## config.mk

```make
export PLATFORM = sky130hd
export DESIGN_NAME = lfsr_bist_ctrl
export DESIGN_NICKNAME = d
export VERILOG_FILES = /design/src/rtl/lfsr_bist_ctrl.sv
export SDC_FILE = /design/constraint.sdc
export NUM_CORES = 1
export LEC_CHECK = 0
export ABC_CLOCK_PERIOD_IN_PS = 2100
export CAP_MARGIN = 20
export CORE_MARGIN = 4
export CORE_UTILIZATION = 49
export CTS_CLUSTER_SIZE = 25
export DETAILED_ROUTE_END_ITERATION = 8
export PLACE_DENSITY = 0.76
export SLEW_MARGIN = 20
export SYNTH_ARGS = -nofsm -noshare
export SYNTH_HDL_FRONTEND = slang
export SYNTH_SLANG_ARGS = --single-unit
```

## constraint.sdc

```tcl
create_clock -name i_clk -period 2.1 [get_ports i_clk]
set_input_delay 0.21 -clock i_clk [delete_from_list [all_inputs] [get_ports i_clk]]
set_output_delay 0.21 -clock i_clk [all_outputs]
set_load 0.05 [all_outputs]
```

## src/rtl/lfsr_bist_ctrl.sv

```systemverilog
// BIST sequencer for a dual-LFSR compare datapath: flush, stream pattern, check mismatch flag over a LAT-aligned window.
// Optional macro LFSR_BIST_FIRST_FAIL_EN enables capture of the first failing RUN bit index on o_first_fail.
module lfsr_bist_ctrl #(
  parameter int          RUN_LEN   = 256,
  parameter int          FLUSH_LEN = 16,
  parameter int          LAT       = 2,
  parameter int          ERR_W     = 8,
  parameter logic [7:0]  SEED      = 8'hA5
) (
  input  logic             i_clk,
  input  logic             i_reset_n,
  input  logic             i_start,
  input  logic             i_abort,
  input  logic             i_result,
  output logic             o_ce,
  output logic             o_data,
  output logic             o_busy,
  output logic             o_done,
  output logic             o_pass,
  output logic [ERR_W-1:0] o_err_count,
  output logic [15:0]      o_first_fail
);

  localparam logic [2:0] S_IDLE  = 3'd0;
  localparam logic [2:0] S_FLUSH = 3'd1;
  localparam logic [2:0] S_RUN   = 3'd2;
  localparam logic [2:0] S_DRAIN = 3'd3;
  localparam logic [2:0] S_DONE  = 3'd4;

  logic [2:0]       state, state_nx;
  logic [15:0]      cnt;
  logic [7:0]       lfsr;
  logic [LAT-1:0]   pipe, pipe_nx;
  logic             checked, hit, accept, active_nx;
  logic [ERR_W-1:0] err_nx;

  always_comb begin
    state_nx = state;
    case (state)
      S_IDLE:  if (i_start) state_nx = S_FLUSH;
      S_FLUSH: if (cnt == 16'(FLUSH_LEN - 1)) state_nx = S_RUN;
      S_RUN:   if (cnt == 16'(RUN_LEN - 1)) state_nx = S_DRAIN;
      S_DRAIN: if (cnt == 16'(LAT - 1)) state_nx = S_DONE;
      S_DONE:  state_nx = S_IDLE;
      default: state_nx = S_IDLE;
    endcase
    // Abort beats everything, including a simultaneous start in IDLE.
    if (i_abort) state_nx = S_IDLE;
  end

  // Tag pipe: bit 0 marks "this cycle drove a RUN bit"; the tag reaches
  // the top exactly when that bit's mismatch flag arrives.
  always_comb begin
    pipe_nx    = '0;
    pipe_nx[0] = (state == S_RUN);
    for (int i = 1; i < LAT; i++) pipe_nx[i] = pipe[i-1];
  end

  assign accept    = (state == S_IDLE) && i_start && !i_abort;
  assign checked   = pipe[LAT-1];
  assign hit       = checked && i_result;
  assign err_nx    = (hit && (o_err_count != '1)) ? o_err_count + ERR_W'(1) : o_err_count;
  assign active_nx = (state_nx == S_FLUSH) || (state_nx == S_RUN) || (state_nx == S_DRAIN);

  always_ff @(posedge i_clk or negedge i_reset_n) begin
    if (!i_reset_n) begin
      state       <= S_IDLE;
      cnt         <= '0;
      lfsr        <= SEED;
      pipe        <= '0;
      o_ce        <= 1'b0;
      o_data      <= 1'b0;
      o_busy      <= 1'b0;
      o_done      <= 1'b0;
      o_pass      <= 1'b0;
      o_err_count <= '0;
    end else begin
      state  <= state_nx;
      cnt    <= ((state_nx != state) || (state_nx == S_IDLE)) ? 16'd0 : cnt + 16'd1;
      o_ce   <= active_nx;
      o_busy <= active_nx;
      o_data <= (state_nx == S_RUN) ? lfsr[7] : 1'b0;
      o_done <= (state_nx == S_DONE);
      if (state_nx == S_RUN) lfsr <= {lfsr[6:0], lfsr[7] ^ lfsr[5] ^ lfsr[4] ^ lfsr[3]};

      if (state == S_IDLE) begin
        pipe <= '0;
        if (accept) begin
          lfsr        <= SEED;
          o_err_count <= '0;
          o_pass      <= 1'b0;
        end
      end else if (i_abort) begin
        pipe   <= '0;
        o_pass <= 1'b0;
      end else begin
        pipe        <= pipe_nx;
        o_err_count <= err_nx;
        // Include the final check landing on the last DRAIN cycle.
        if (state_nx == S_DONE) o_pass <= (err_nx == '0);
      end
    end
  end

`ifdef LFSR_BIST_FIRST_FAIL_EN
  logic [15:0] bit_idx;

  // 16'hFFFF doubles as "no failure yet"; a RUN index never reaches it.
  always_ff @(posedge i_clk or negedge i_reset_n) begin
    if (!i_reset_n) begin
      bit_idx      <= '0;
      o_first_fail <= '0;
    end else if (accept) begin
      bit_idx      <= '0;
      o_first_fail <= 16'hFFFF;
    end else if ((state != S_IDLE) && !i_abort && checked) begin
      bit_idx <= bit_idx + 16'd1;
      if (i_result && (o_first_fail == 16'hFFFF)) o_first_fail <= bit_idx;
    end
  end
`else
  assign o_first_fail = 16'd0;
`endif

endmodule

```

Word level (Yosys, flattened, before mapping)
Index checks and enable logic that the tools add are counted.
{"block": "totals", "reg_bits": 41, "latchBits": 0, "mem_bits_rw": 0, "rom_bits": 0, "output_inout_bits": 29, "elab_cells": 63, "mem_count": 0}
{"block": "classes", "add_sub_neg": 2, "multipliers": 0, "n_div": 0, "magnitude_cmp": 0, "n_eq_ne": 14, "shifts": 0, "n_mux": 21, "n_bitwise": 3, "reduce_logical": 14}
{"cell": "8-bit 2-to-1 mux", "count": 7}
{"cell": "16-bit by 1-bit adder with 16-bit output (second input constant)", "count": 1}
{"cell": "16-bit by 1-bit equality test with 1-bit output (second input constant)", "count": 1}
{"cell": "16-bit by 4-bit equality test with 1-bit output (second input constant)", "count": 1}
{"cell": "16-bit by 8-bit equality test with 1-bit output (second input constant)", "count": 1}
{"cell": "16-bit 2-to-1 mux", "count": 1}
{"cell": "3-bit 2-to-1 mux", "count": 5}
{"cell": "3-bit by 2-bit equality test with 1-bit output (second input constant)", "count": 4}
{"cell": "3-bit one-hot mux with 4 select lines", "count": 1}
{"cell": "8-bit by 1-bit adder with 8-bit output (second input constant)", "count": 1}
{"cell": "8-bit zero test", "count": 1}
{"cell": "8-bit != test (second input constant)", "count": 1}
{"cell": "3-bit by 1-bit equality test with 1-bit output (second input constant)", "count": 2}
{"cell": "3-bit zero test", "count": 2}
{"cell": "1-bit 2-to-1 mux", "count": 5}
{"cell": "1-bit logical AND", "count": 4}
{"cell": "2-bit 2-to-1 mux", "count": 2}
{"cell": "2-bit AND reduction", "count": 2}
{"cell": "3-bit equality test (second input constant)", "count": 1}
{"cell": "1-bit logical OR", "count": 3}
{"cell": "3-bit != test", "count": 1}
{"cell": "3-bit nonzero test", "count": 1}
{"cell": "1-bit XOR", "count": 3}
{"cell": "2-bit by 1-bit != test with 1-bit output (second input constant)", "count": 1}
{"cell": "other kinds (2)", "count": 2}

Longest topological paths before layout
Gate-level depths: netlist of the first run.
{"block": "logic_depth", "ltp_word": 8, "depth_mapped": 8}

Worst setup path before layout of the first run
No wires, ideal clock.
{"block": "synth_path", "path_type": "reg2reg", "start": "reg o_err_count[3]", "end": "reg o_pass", "setup_time_ns": 0.095, "t_arrival_ns": 2.089, "required_time_ns": 2.005, "slack_ns": -0.084, "path_stages_with_launch": 7, "path_buffers": 1, "synth_period_minus_slack_ns": 2.184, "path_cell_list": "dfrtp_1 > buf_2 > and4_1 > nand2_1 > o31a_1 > or4_1 > o31ai_1"}
{"block": "synth_between", "elab_chain_cells": 7, "word_cells_on_any_way": 8, "cone_classes": "add/sub (1); eq/ne (1); mux (4); reduce/logical (2)"}
{"item": "start, declared", "line_no": "20", "rtl": "output logic [ERR_W-1:0] o_err_count,"}
{"item": "start signal, assigned", "line_no": "98", "rtl": "o_err_count <= err_nx;"}
{"item": "branches (longest 2 deep; another with 8-bit by 1-bit adder with 8-bit output)"}
{"item": "8-bit 2-to-1 mux *", "line_no": "62", "rtl": "assign err_nx = (hit && (o_err_count != '1)) ? o_err_count + ERR_W'(1) : o_err_count;"}
{"item": "8-bit zero test *", "line_no": "100", "rtl": "if (state_nx == S_DONE) o_pass <= (err_nx == '0);"}
{"item": "1-bit 2-to-1 mux *", "line_no": "100"}
{"item": "1-bit 2-to-1 mux *", "line_no": "93", "rtl": "end else if (i_abort) begin"}
{"item": "1-bit 2-to-1 mux *", "line_no": "86", "rtl": "if (state == S_IDLE) begin"}
{"item": "end signal, assigned", "line_no": "100"}
{"item": "end, declared", "line_no": "19", "rtl": "output logic o_pass,"}
Every way passes the cells marked *. The select of a mux whose other input is x is not followed.
A chain may end at the register's enable or synchronous reset.

Final worst setup path of the first run
{"block": "layout_path", "start": "reg cnt[8]", "end": "reg lfsr[7]"}
{"block": "layout_between", "elab_chain_cells": 8, "word_cells_on_any_way": 12, "cone_classes": "eq/ne (4); mux (8)"}
{"item": "start, declared", "line_no": "31", "rtl": "logic [15:0] cnt;"}
{"item": "start signal, assigned", "line_no": "79", "rtl": "cnt <= ((state_nx != state) || (state_nx == S_IDLE)) ? 16'd0 : cnt + 16'd1;"}
{"item": "16-bit by 1-bit equality test with 1-bit output, or another cell as far along", "line_no": "43", "rtl": "S_DRAIN: if (cnt == 16'(LAT - 1)) state_nx = S_DONE;"}
{"item": "3-bit 2-to-1 mux, on equally long branches", "line_no": "43, 41, 42"}
{"item": "3-bit one-hot mux with 4 select lines *", "line_no": "39", "rtl": "case (state)"}
{"item": "3-bit 2-to-1 mux *", "line_no": "48", "rtl": "if (i_abort) state_nx = S_IDLE;"}
{"item": "3-bit by 2-bit equality test with 1-bit output *", "line_no": "84", "rtl": "if (state_nx == S_RUN) lfsr <= {lfsr[6:0], lfsr[7] ^ lfsr[5] ^ lfsr[4] ^ lfsr[3]};"}
{"item": "8-bit 2-to-1 mux *", "line_no": "84"}
{"item": "8-bit 2-to-1 mux", "line_no": "88", "rtl": "if (accept) begin"}
{"item": "8-bit 2-to-1 mux *", "line_no": "86"}
{"item": "end signal, assigned", "line_no": "84"}
{"item": "end, declared", "line_no": "32", "rtl": "logic [7:0] lfsr;"}
Mark *: on every way between the ends. The rest lies on a longest branch, timed or not.

==> results of run 1 <==
[stage by stage]
step | power [uW] | setup slack [ns] | setup TNS [ns] | utilization, % | instance area (um2)
2_1_floorplan | 979 | 0.0154 | 0 | - | 2420
3_5_place_dp | 1010 | -0.0298 | -0.266 | 58.2 | 2620
3_3_place_gp | 1010 | 0.00835 | 0 | 58.2 | 2620
6_report | 1680 | -0.0961 | -0.482 | 64.3 | 2900
4_1_cts | 1680 | -0.00653 | -0.00653 | 61.6 | 2780
5_1_grt | 1740 | -0.141 | -1.35 | 64.3 | 2900
[worst max-delay path: stages, from the launching register on]
cell and delay, ns:
dfrtp_1 0.38, or4_4 0.57, or4_4 0.59, o21a_2 0.29, nor3_1 0.25, a21oi_2 0.05
[area by class of cell]
type	count	area, um2
fillers	389	1610
multi-input cells	202	1320
flip-flops and latches	41	1040
repair buffers	40	340
clock buffers	7	86.3
well taps	52	65.1
clock inverters	1	30.0
inverters	6	22.5
[kinds of logic after synthesis]
logic type,synth area share (%)
AOI/OAI and AO/OA,14.3
xor gates and xnor gates,5.94
adders and majority gates,1.59
buffers and inverters,8.32
DFF,43.7
muxes,0.848
other,0.159
and+or+nand+nor,25.2
[what timing repair did]
| action | CTS | global route |
|---|---|---|
| hold buffers | 1 | 0 |
| endpoints found under the hold margin | 11 | 0 |
| pin swaps | 2 | 6 |
| endpoints found under the setup margin | 25 | 27 |
| gates cloned | 0 | 2 |
| buffers inserted | 2 | 1 |
| resized for setup | 3 | 21 |
[power by group]
part           internal (uW)  switching (uW)
Clock                    388             281
Sequential               796            6.46
Combinational           49.4             156
Total                   1230             444
[cell usage after synthesis (6+ instances only)]
cell | n | share of area (%)
nand4_1 | 6 | 1.6
nor2_1 | 35 | 5.6
xnor2_1 | 9 | 3.3
buf_4 | 17 | 5.4
a21oi_1 | 16 | 3.4
nand2_1 | 18 | 2.9
nor3_1 | 10 | 2.1
o21ai_0 | 6 | 1.3
nand3_1 | 13 | 2.8
xor2_1 | 7 | 2.6
inv_1 | 6 | 0.95
dfrtp_1 | 37 | 39
[routing by layer]
metal  global-route usage, %  vias to the layer above  routed length, um
li1                        -                      967                  -
met5                       0                        -                  0
met4                    7.12                        0                114
met3                    3.94                       13                193
met2                    30.4                       55               2710
met1                    22.1                     1003               2310
[registers in the layout (all words and copies together), names as in the netlist]
name and flops:
o_data 1, cnt 16, o_done 1, pipe 2, state 3, o_busy 1
o_err_count 8, lfsr 8, o_pass 1
[worst paths after layout]
| path | startpoint | to | slack (ns) | cells past startpoint |
|---|---|---|---|---|
| setup / recovery | cnt[8] | lfsr[7] | -0.1 | 5 |
| hold / removal | i_reset_n | state[1] | 0.32 | 2 |
| setup reg to reg | cnt[8] | lfsr[7] | -0.1 | 5 |
| hold reg to reg | pipe[0] | pipe[1] | 0.46 | 1 |
| max in group asynchronous | i_reset_n | lfsr[5] | 1.21 | 3 |
| min in group i_clk | pipe[0] | pipe[1] | 0.46 | 1 |
==> flow_metrics.py, run 1 <==
metrics = {
    "timing": {
        "max_freq_ghz": 0.455,
        "slew_violations": 0,
        "rsz0062_at_grt": "yes",
        "holdWs_ns": 0.317,
        "fin_crit_ns": 2.20,
        "fin_skew_ns": 0.00462,
        "hold_viol_final": 0,
        "setup_viol": 10,
        "fin_crit_sh_pct": 105,
        "setup_ws_ns": -0.0961,
    },
    "floorplanning": {
        "die_h_um": 77.4,
        "std_cell_rows": 24,
        "initial_core_util_pct": 52.4,
        "die_area_mm2": 0.00599,
        "die_x_um": 77.4,
        "ios": 34,
        "coreArea_mm2": 0.00450,
    },
    "finish": {
        "stdcell_count": 349,
        "mostFrequentLayoutCells": "nor2_1 (35), dfrtp_1 (32), buf_4 (22)",
        "antenna_cells": 0,
        "mostFrequentLayoutCell": "nor2_1",
        "fin_nets": 304,
        "drive_above_1_share_pct": 25.9,
        "syn_to_final_growth_pct": 22.7,
    },
    "pwr": {
        "pwr_density_cell_mw_per_mm2": 579,
        "peakVddDrop_v": 0.000397,
        "p_leak_uw": 0.00120,
    },
    "hold_path": {
        "hp-class": "input port to async pin",
    },
    "grt": {
        "antenna_found_initial": 0,
        "grt_remaining_overflow": 0,
        "grt_pass1_vias": 1908,
        "grtUsageTotal_pct": 17.8,
        "grt_max_degree": 17,
        "grt_pass1_wl_um": 8650,
    },
    "worst_setup_path": {
        "path_class": "flop to flop",
        "start_kind": "flop",
        "required_ns": 2.33,
        "critPathCaptureType": "flop",
        "cp_max_fo": 4,
        "arrival_ns": 2.43,
    },
    "placement": {
        "gp_congestion": 0.849,
        "place_inst": 335,
        "port_buffers": 17,
        "hpwl_um": 3570,
    },
    "cts": {
        "cts_sinks": 41,
        "numCtsBuffers": 5,
        "root_buffer": "clkbuf_8",
        "clock_latency_ns": 0.30,
        "tritoncts": "done",
        "path_clk_slew_ns": 0.08,
        "htreeDepth": 2,
        "clock_path_buffers": 2,
    },
    "drt": {
        "drt_iter0_drc": 122,
        "first_pass_iters": 4,
        "drc": 0,
        "wl_um": 5330,
        "postRouteAntennaNets": 0,
        "wl_per_cell_um": 15.3,
        "num_vias": 2038,
        "viasPerCell": 5.84,
    },
    "yosys": {
        "yosysWarnings": 0,
        "synth_edf_count": 0,
        "synth_cells": 258,
        "yosysUniqueCellTypes": 52,
        "seq_area_frac_synth_pct": 43.7,
        "postSynthAreaPerCell_um2": 9.15,
        "ys_ff_latch": 41,
        "synth_ff_type": "dfrtp_1",
        "netlist_area_mm2": 0.00236,
        "async_flop_share_pct": 100,
    },
    "run_status": {
        "violations": "setup timing",
        "status": "finished with violations",
    },
    "flow_run": {
        "drv_cap": 0,
    },
}
No activity file was read; power rests on OpenSTA's default activity.
==> run 2, diff against run 1 <==
--- a/config.mk
+++ b/config.mk
@@ -6,7 +6,6 @@
 export NUM_CORES = 1
 export LEC_CHECK = 0
 export ABC_CLOCK_PERIOD_IN_PS = 2100
-export CAP_MARGIN = 20
 export CORE_MARGIN = 4
 export CORE_UTILIZATION = 49
 export CTS_CLUSTER_SIZE = 25
==> results of run 2 <==
The final DEF is identical to that of run 1; final timing and power are the same.
==> run 3, diff against run 2 <==
==> constraint.sdc (replaced) <==
create_clock -name i_clk -period 2.1 [get_ports i_clk]
set_input_delay 0.21 -clock i_clk [delete_from_list [all_inputs] [get_ports i_clk]]
set_output_delay 0.21 -clock i_clk [all_outputs]
set_load 0.01 [all_outputs]
==> flow_metrics.py, run 3 (synthesized netlist as in run 1, its figures left out) <==
metrics = {
    "pwr": {
        "peakVddDrop_v": 0.000437,
        "p_switching_uw": 355,
        "internal_power_uw": 1120,
        "clockPowerShare_pct": 35.6,
        "p_seq_share_pct": 54.4,
        "pwr_density_cell_mw_per_mm2": 504,
        "p_comb_share_pct": 10.1,
        "switching_share_pct": 24.0,
        "p_leak_uw": 0.00124,
    },
    "finish": {
        "reg_top3": "cnt: 16 flops, lfsr: 8 flops, o_err_count: 8 flops",
        "fin_nets": 312,
        "post-route-util_pct": 65.1,
        "drive_above_1_share_pct": 25.6,
        "top_register": "cnt",
        "final_area_mm2": 0.00293,
        "mostFrequentLayoutCell": "dfrtp_1",
        "antenna_cells": 0,
        "largest_reg_flops": 16,
        "seqCellArea_mm2": 0.00103,
        "multi_input_area_mm2": 0.00131,
        "syn_to_final_growth_pct": 24.2,
        "mostFrequentLayoutCells": "dfrtp_1 (35), nor2_1 (34), buf_4 (29)",
        "nFillCells": 369,
    },
    "cts": {
        "root_buffer": "clkbuf_8",
        "clock_path_buffers": 2,
        "htreeDepth": 2,
        "tritoncts": "done",
        "cts_sinks": 41,
        "numCtsBuffers": 5,
        "clock_latency_ns": 0.29,
        "path_clk_slew_ns": 0.07,
    },
    "drt": {
        "postRouteAntennaNets": 0,
        "first_pass_iters": 4,
        "num_vias": 2015,
        "drt_iter0_drc": 108,
        "wl_um": 5320,
        "wl_per_cell_um": 14.9,
        "drc": 0,
        "viasPerCell": 5.64,
    },
    "floorplanning": {
        "ios": 34,
        "die_x_um": 77.4,
        "coreArea_mm2": 0.00450,
        "die_h_um": 77.4,
        "initial_core_util_pct": 52.4,
        "std_cell_rows": 24,
        "die_area_mm2": 0.00599,
    },
    "grt": {
        "grt_pass1_wl_um": 8470,
        "grt_pass1_vias": 1844,
        "antenna_found_initial": 0,
        "grtUsageTotal_pct": 17.4,
        "grt_max_degree": 22,
        "grt_remaining_overflow": 0,
    },
    "worst_setup_path": {
        "path_class": "flop to flop",
        "rr_endpoint": "lfsr[5]",
        "arrival_ns": 2.32,
        "critPathLaunch": "cnt[1]",
        "rrSetupSlack_ns": -0.0007,
        "cp_max_fo": 6,
        "required_ns": 2.32,
        "r2r_start": "cnt[1]",
        "start_kind": "flop",
        "endpoint": "lfsr[5]",
        "rr_worst_depth": 7,
        "critPathCaptureType": "flop",
    },
    "placement": {
        "hpwl_um": 3650,
        "gp_congestion": 0.883,
        "port_buffers": 17,
        "place_area_mm2": 0.00270,
    },
    "timing": {
        "slew_violations": 0,
        "max_freq_ghz": 0.476,
        "fin_crit_ns": 2.10,
        "fin_crit_sh_pct": 100,
        "setup_viol": 1,
        "setup_ws_ns": -0.000698,
        "hold_viol_final": 0,
        "rsz0062_at_grt": "yes",
        "fin_skew_ns": 0.00581,
    },
    "run_status": {
        "status": "finished with violations",
        "violations": "setup timing",
    },
    "hold_path": {
        "hp-class": "input port to async pin",
    },
    "flow_run": {
        "drv_cap": 0,
    },
}
-- run 3: cell types whose count changed in the layout (fill, tap and decap cells not counted), moves of 2 or more --
cell and delta:
a21oi_2 -3, nand3_1 +2, dfrtp_1 +3, nand3_2 -2
dfrtp_2 -3, a21oi_1 +3, nor3_1 -2, buf_4 +7
nor3_2 +2
-- run 3: timing repair --
action | 4_1_cts | 5_1_grt
setup endpoints to repair | 18 | 26
endpoints found under the hold margin | 20 | 0
hold buffers | 1 | 0
resized for setup | 7 | 18
pin swaps | 3 | 10
buffers inserted | 0 | 2
cloned | 0 | 2
-- run 3: through the flow --
step,instances,TNS [ns],hold slack [ns],total power [uW],setup WS [ns]
floorplan,273,0,-0.0856,911,0.0154
global placement,344,-0.0429,0.184,950,-0.0429
detailed placement,344,-0.0538,0.192,953,-0.0452
CTS,353,0,0.405,1490,0.00113
global route,357,-1.03,0.428,1550,-0.101
finish,357,-0.000698,0.406,1480,-0.000698
-- run 3: critical path: stages (launching register included) --
cell     delay (ns)
dfrtp_1        0.41
ha_2           0.21
nand3_1        0.12
buf_4          0.18
or4_4          0.58
o21ai_4        0.23
nand2_2        0.13
a21oi_1        0.16
-- run 3: final cells by class --
cell class              count  share of cell area (%)
multi-input cells         202                    44.6
flip-flops and latches     41                    35.3
repair buffers             48                    14.1
clock buffers               8                    3.07
well taps                  52                    2.22
inverters                   6                   0.768
-- run 3: how the worst min path moves through the flow --
stage          startpoint  slack [ns]  depth (start not counted)             end
5_1_grt         i_reset_n        0.43                          2          o_pass
4_1_cts         i_reset_n        0.41                          2  o_err_count[5]
3_5_place_dp    i_reset_n        0.19                          1  o_err_count[5]
6_report        i_reset_n        0.41                          2  o_err_count[5]
3_3_place_gp    i_reset_n        0.18                          1  o_err_count[5]
2_1_floorplan   i_reset_n       -0.09                          0          cnt[0]
-- run 3: power groups by stage --
stage	registers [uW]	clock network, uW	logic (uW)
after CTS	803	545	138
after floorplan	819	0	91.5
after global placement	818	0	132
after detailed placement	818	0	135
final	804	526	149
after global routing	805	583	164
-- run 3: routing by layer --
| metal | up-vias | part of all wire [%] | global-route usage, % |
|---|---|---|---|
| li1 | 989 | - | - |
| met1 | 964 | 44 | 22.0 |
| met2 | 53 | 51 | 29.8 |
| met3 | 9 | 3.9 | 3.59 |
| met4 | 0 | 1.1 | 5.52 |
| met5 | - | 0 | 0 |
==> RTL edit (settings of run 1) <==
Change the parameter `LAT` from 2 to 1.
--- a/src/rtl/lfsr_bist_ctrl.sv
+++ b/src/rtl/lfsr_bist_ctrl.sv
@@ -4,5 +4,5 @@
   parameter int          RUN_LEN   = 256,
   parameter int          FLUSH_LEN = 16,
-  parameter int          LAT       = 2,
+  parameter int          LAT       = 1,
   parameter int          ERR_W     = 8,
   parameter logic [7:0]  SEED      = 8'hA5
Function: same outputs for any inputs over 10 cycles, from zero or initial values and one cycle with i_reset_n low; that may be too few to reach the edited logic, so the function may still have changed.
==> RTL edit against run 1 <==
- sequential cell count down 1
- combinational power fell by 10%
- routed wire length decreased by 12%
- setup slack improved by 0.17 ns
- count of clock-buffer cells in the layout up 1
- final area down 7.8%
- synthesized area decreased by 3.0%
- power down 8.7%
- critical path type unchanged
- critical endpoint is now o_pass
- largest power group unchanged
- highest routed layer unchanged
==> RTL edit: results (changes against run 1) <==
Status: completed
Num sequential: 40 (-2.4%)
ANT cells: 0 (unchanged)
First-pass GRT wire length: 8080 um (-6.6%)
DR iter-0 viols: 88 (-28%)
VDD IR max: 0.451 mV (+14%)
Gpl congestion: 0.833 (-1.8%)
Non-CTS buffers: 34 (-15%)
Final instance count without filler cells: 332 (-4.9%)
Post-layout nets: 287 (-5.6%)
Prevailing post-synth register cell: dfrtp_1
Largest net degree at the start of global routing: 27 (+10)
Worst slack, placed: 0.0209 ns (+0.0507 ns)
All-Layer GR Usage: 0.170 (-0.00872)
Vias in the first global route: 1730 (-9.3%)
Crit path largest cell delay: 0.48 ns (-0.11 ns)
Layout cell share with drive strength beyond 1: 0.143 (-0.116)
Layout clock area frac: 0.0375 (-0.00268)
Postcts setup bufs: 0 (-2)
Post-route cell area: 2670 sq um (-7.8%)
Syn Area/Cell: 9.20 sq um (+0.54%)
Worst EP arrival: 2.22 ns (-0.21 ns)
Top cells by count, synth: nor2_1 (37), dfrtp_1 (36), buf_4 (17)
Largest regs: cnt: 16 flops, lfsr: 8 flops, o_err_count: 8 flops
Synth cell types: 43 (-17%)
Buffering overhead: 0.111 (-0.00691)
Placed cell count: 323 (-3.6%)
Worst path slowest cell: or4_4
Depth of the CTS H-tree: 2 (unchanged)
Register clock-pin slew on the reported worst setup and hold paths: 0.08 ns (about the same)
Non-clk invs: 7 (+1)
DP Wirelength: 3290 um (-7.8%)
Async set or reset register ratio after synthesis: 1.00 (unchanged)
Clock buffer count: 8 (+1)
Comb_multi_in: 191 (-5.4%)
DR vias/cell: 5.62 (-3.8%)
Worst Skew: 0.00696 ns (+0.00234 ns)
Port bufs: 17 (unchanged)
Detailed Route WL: 4700 um (-12%)
Lkg Pwr: 1.13 nW (-5.8%)
Core area: 4440 sq um (-1.3%)
Placed inst area: 2550 sq um (-2.9%)
Register area: 1010 sq um (-2.4%)
Sequential share of the synthesized area: 0.439 (+0.00243)
Final setup fails: 0 (-10)
Crit path max fanout: 6 (+2)
Number of fill cells: 382 (-1.8%)
Multi-input gate area: 1170 sq um (-11%)
Ranking of synthesized cells by area: dfrtp_1 (39%), nor2_1 (6.1%), buf_4 (5.6%), dfstp_2 (4.6%), xnor2_1 (4.6%)
-- RTL edit: changes by cell type in the layout (fill, tap and decap cells not counted), moves of 4 or more --
cell | before | now
nand2_1 | 17 | 13
a31oi_1 | 4 | 0
nand3_1 | 10 | 14
buf_4 | 22 | 16
a211oi_1 | 1 | 5
nand3_2 | 4 | 0
a21oi_1 | 9 | 13
a21oi_2 | 7 | 0
-- RTL edit: final timing paths --
kind | from | end | slack, ns | depth (start not counted)
min | i_reset_n | o_err_count[5] | 0.45 | 2
max in group asynchronous | i_reset_n | cnt[4] | 1.02 | 3
min in group i_clk | cnt[0] | cnt[0] | 0.52 | 1
max | cnt[4] | o_pass | 0.08 | 5
min reg2reg | cnt[0] | cnt[0] | 0.52 | 1
max reg2reg | cnt[4] | o_pass | 0.08 | 5
-- RTL edit: power breakdown --
group	total, mW	switching [mW]	internal (mW)
Sequential	0.783	0.00636	0.776
Combinational	0.184	0.139	0.0442
Clock	0.564	0.264	0.300
-- RTL edit: cells by family (layout without fill, tap and decap cells) --
kind of cell             count (synthesis)  count (layout)  share of synthesized area
multiplexers                             2               2                    0.00874
AO/OA/AOI/OAI                           48              48                      0.142
AND/OR/NAND/NOR                        103             103                      0.237
flip-flops                              40              40                      0.439
buffers and inverters                   33              49                     0.0825
XOR/XNOR                                19              19                     0.0726
other                                    1              16                    0.00164
adder cells (fa/ha/maj)                  3               3                     0.0164
-- RTL edit: repair_timing --
action | CTS | global route
hold buffers | 1 | 0
endpoints found under the setup margin | 1 | 1
resized for setup | 2 | 1
endpoints found under the hold margin | 21 | 0
-- RTL edit: metal layers --
| metal | GRT usage | share of wire |
|---|---|---|
| met1 | 0.210 | 0.46 |
| met2 | 0.284 | 0.48 |
| met3 | 0.0390 | 0.046 |
| met4 | 0.0725 | 0.017 |
| met5 | 0 | 0 |
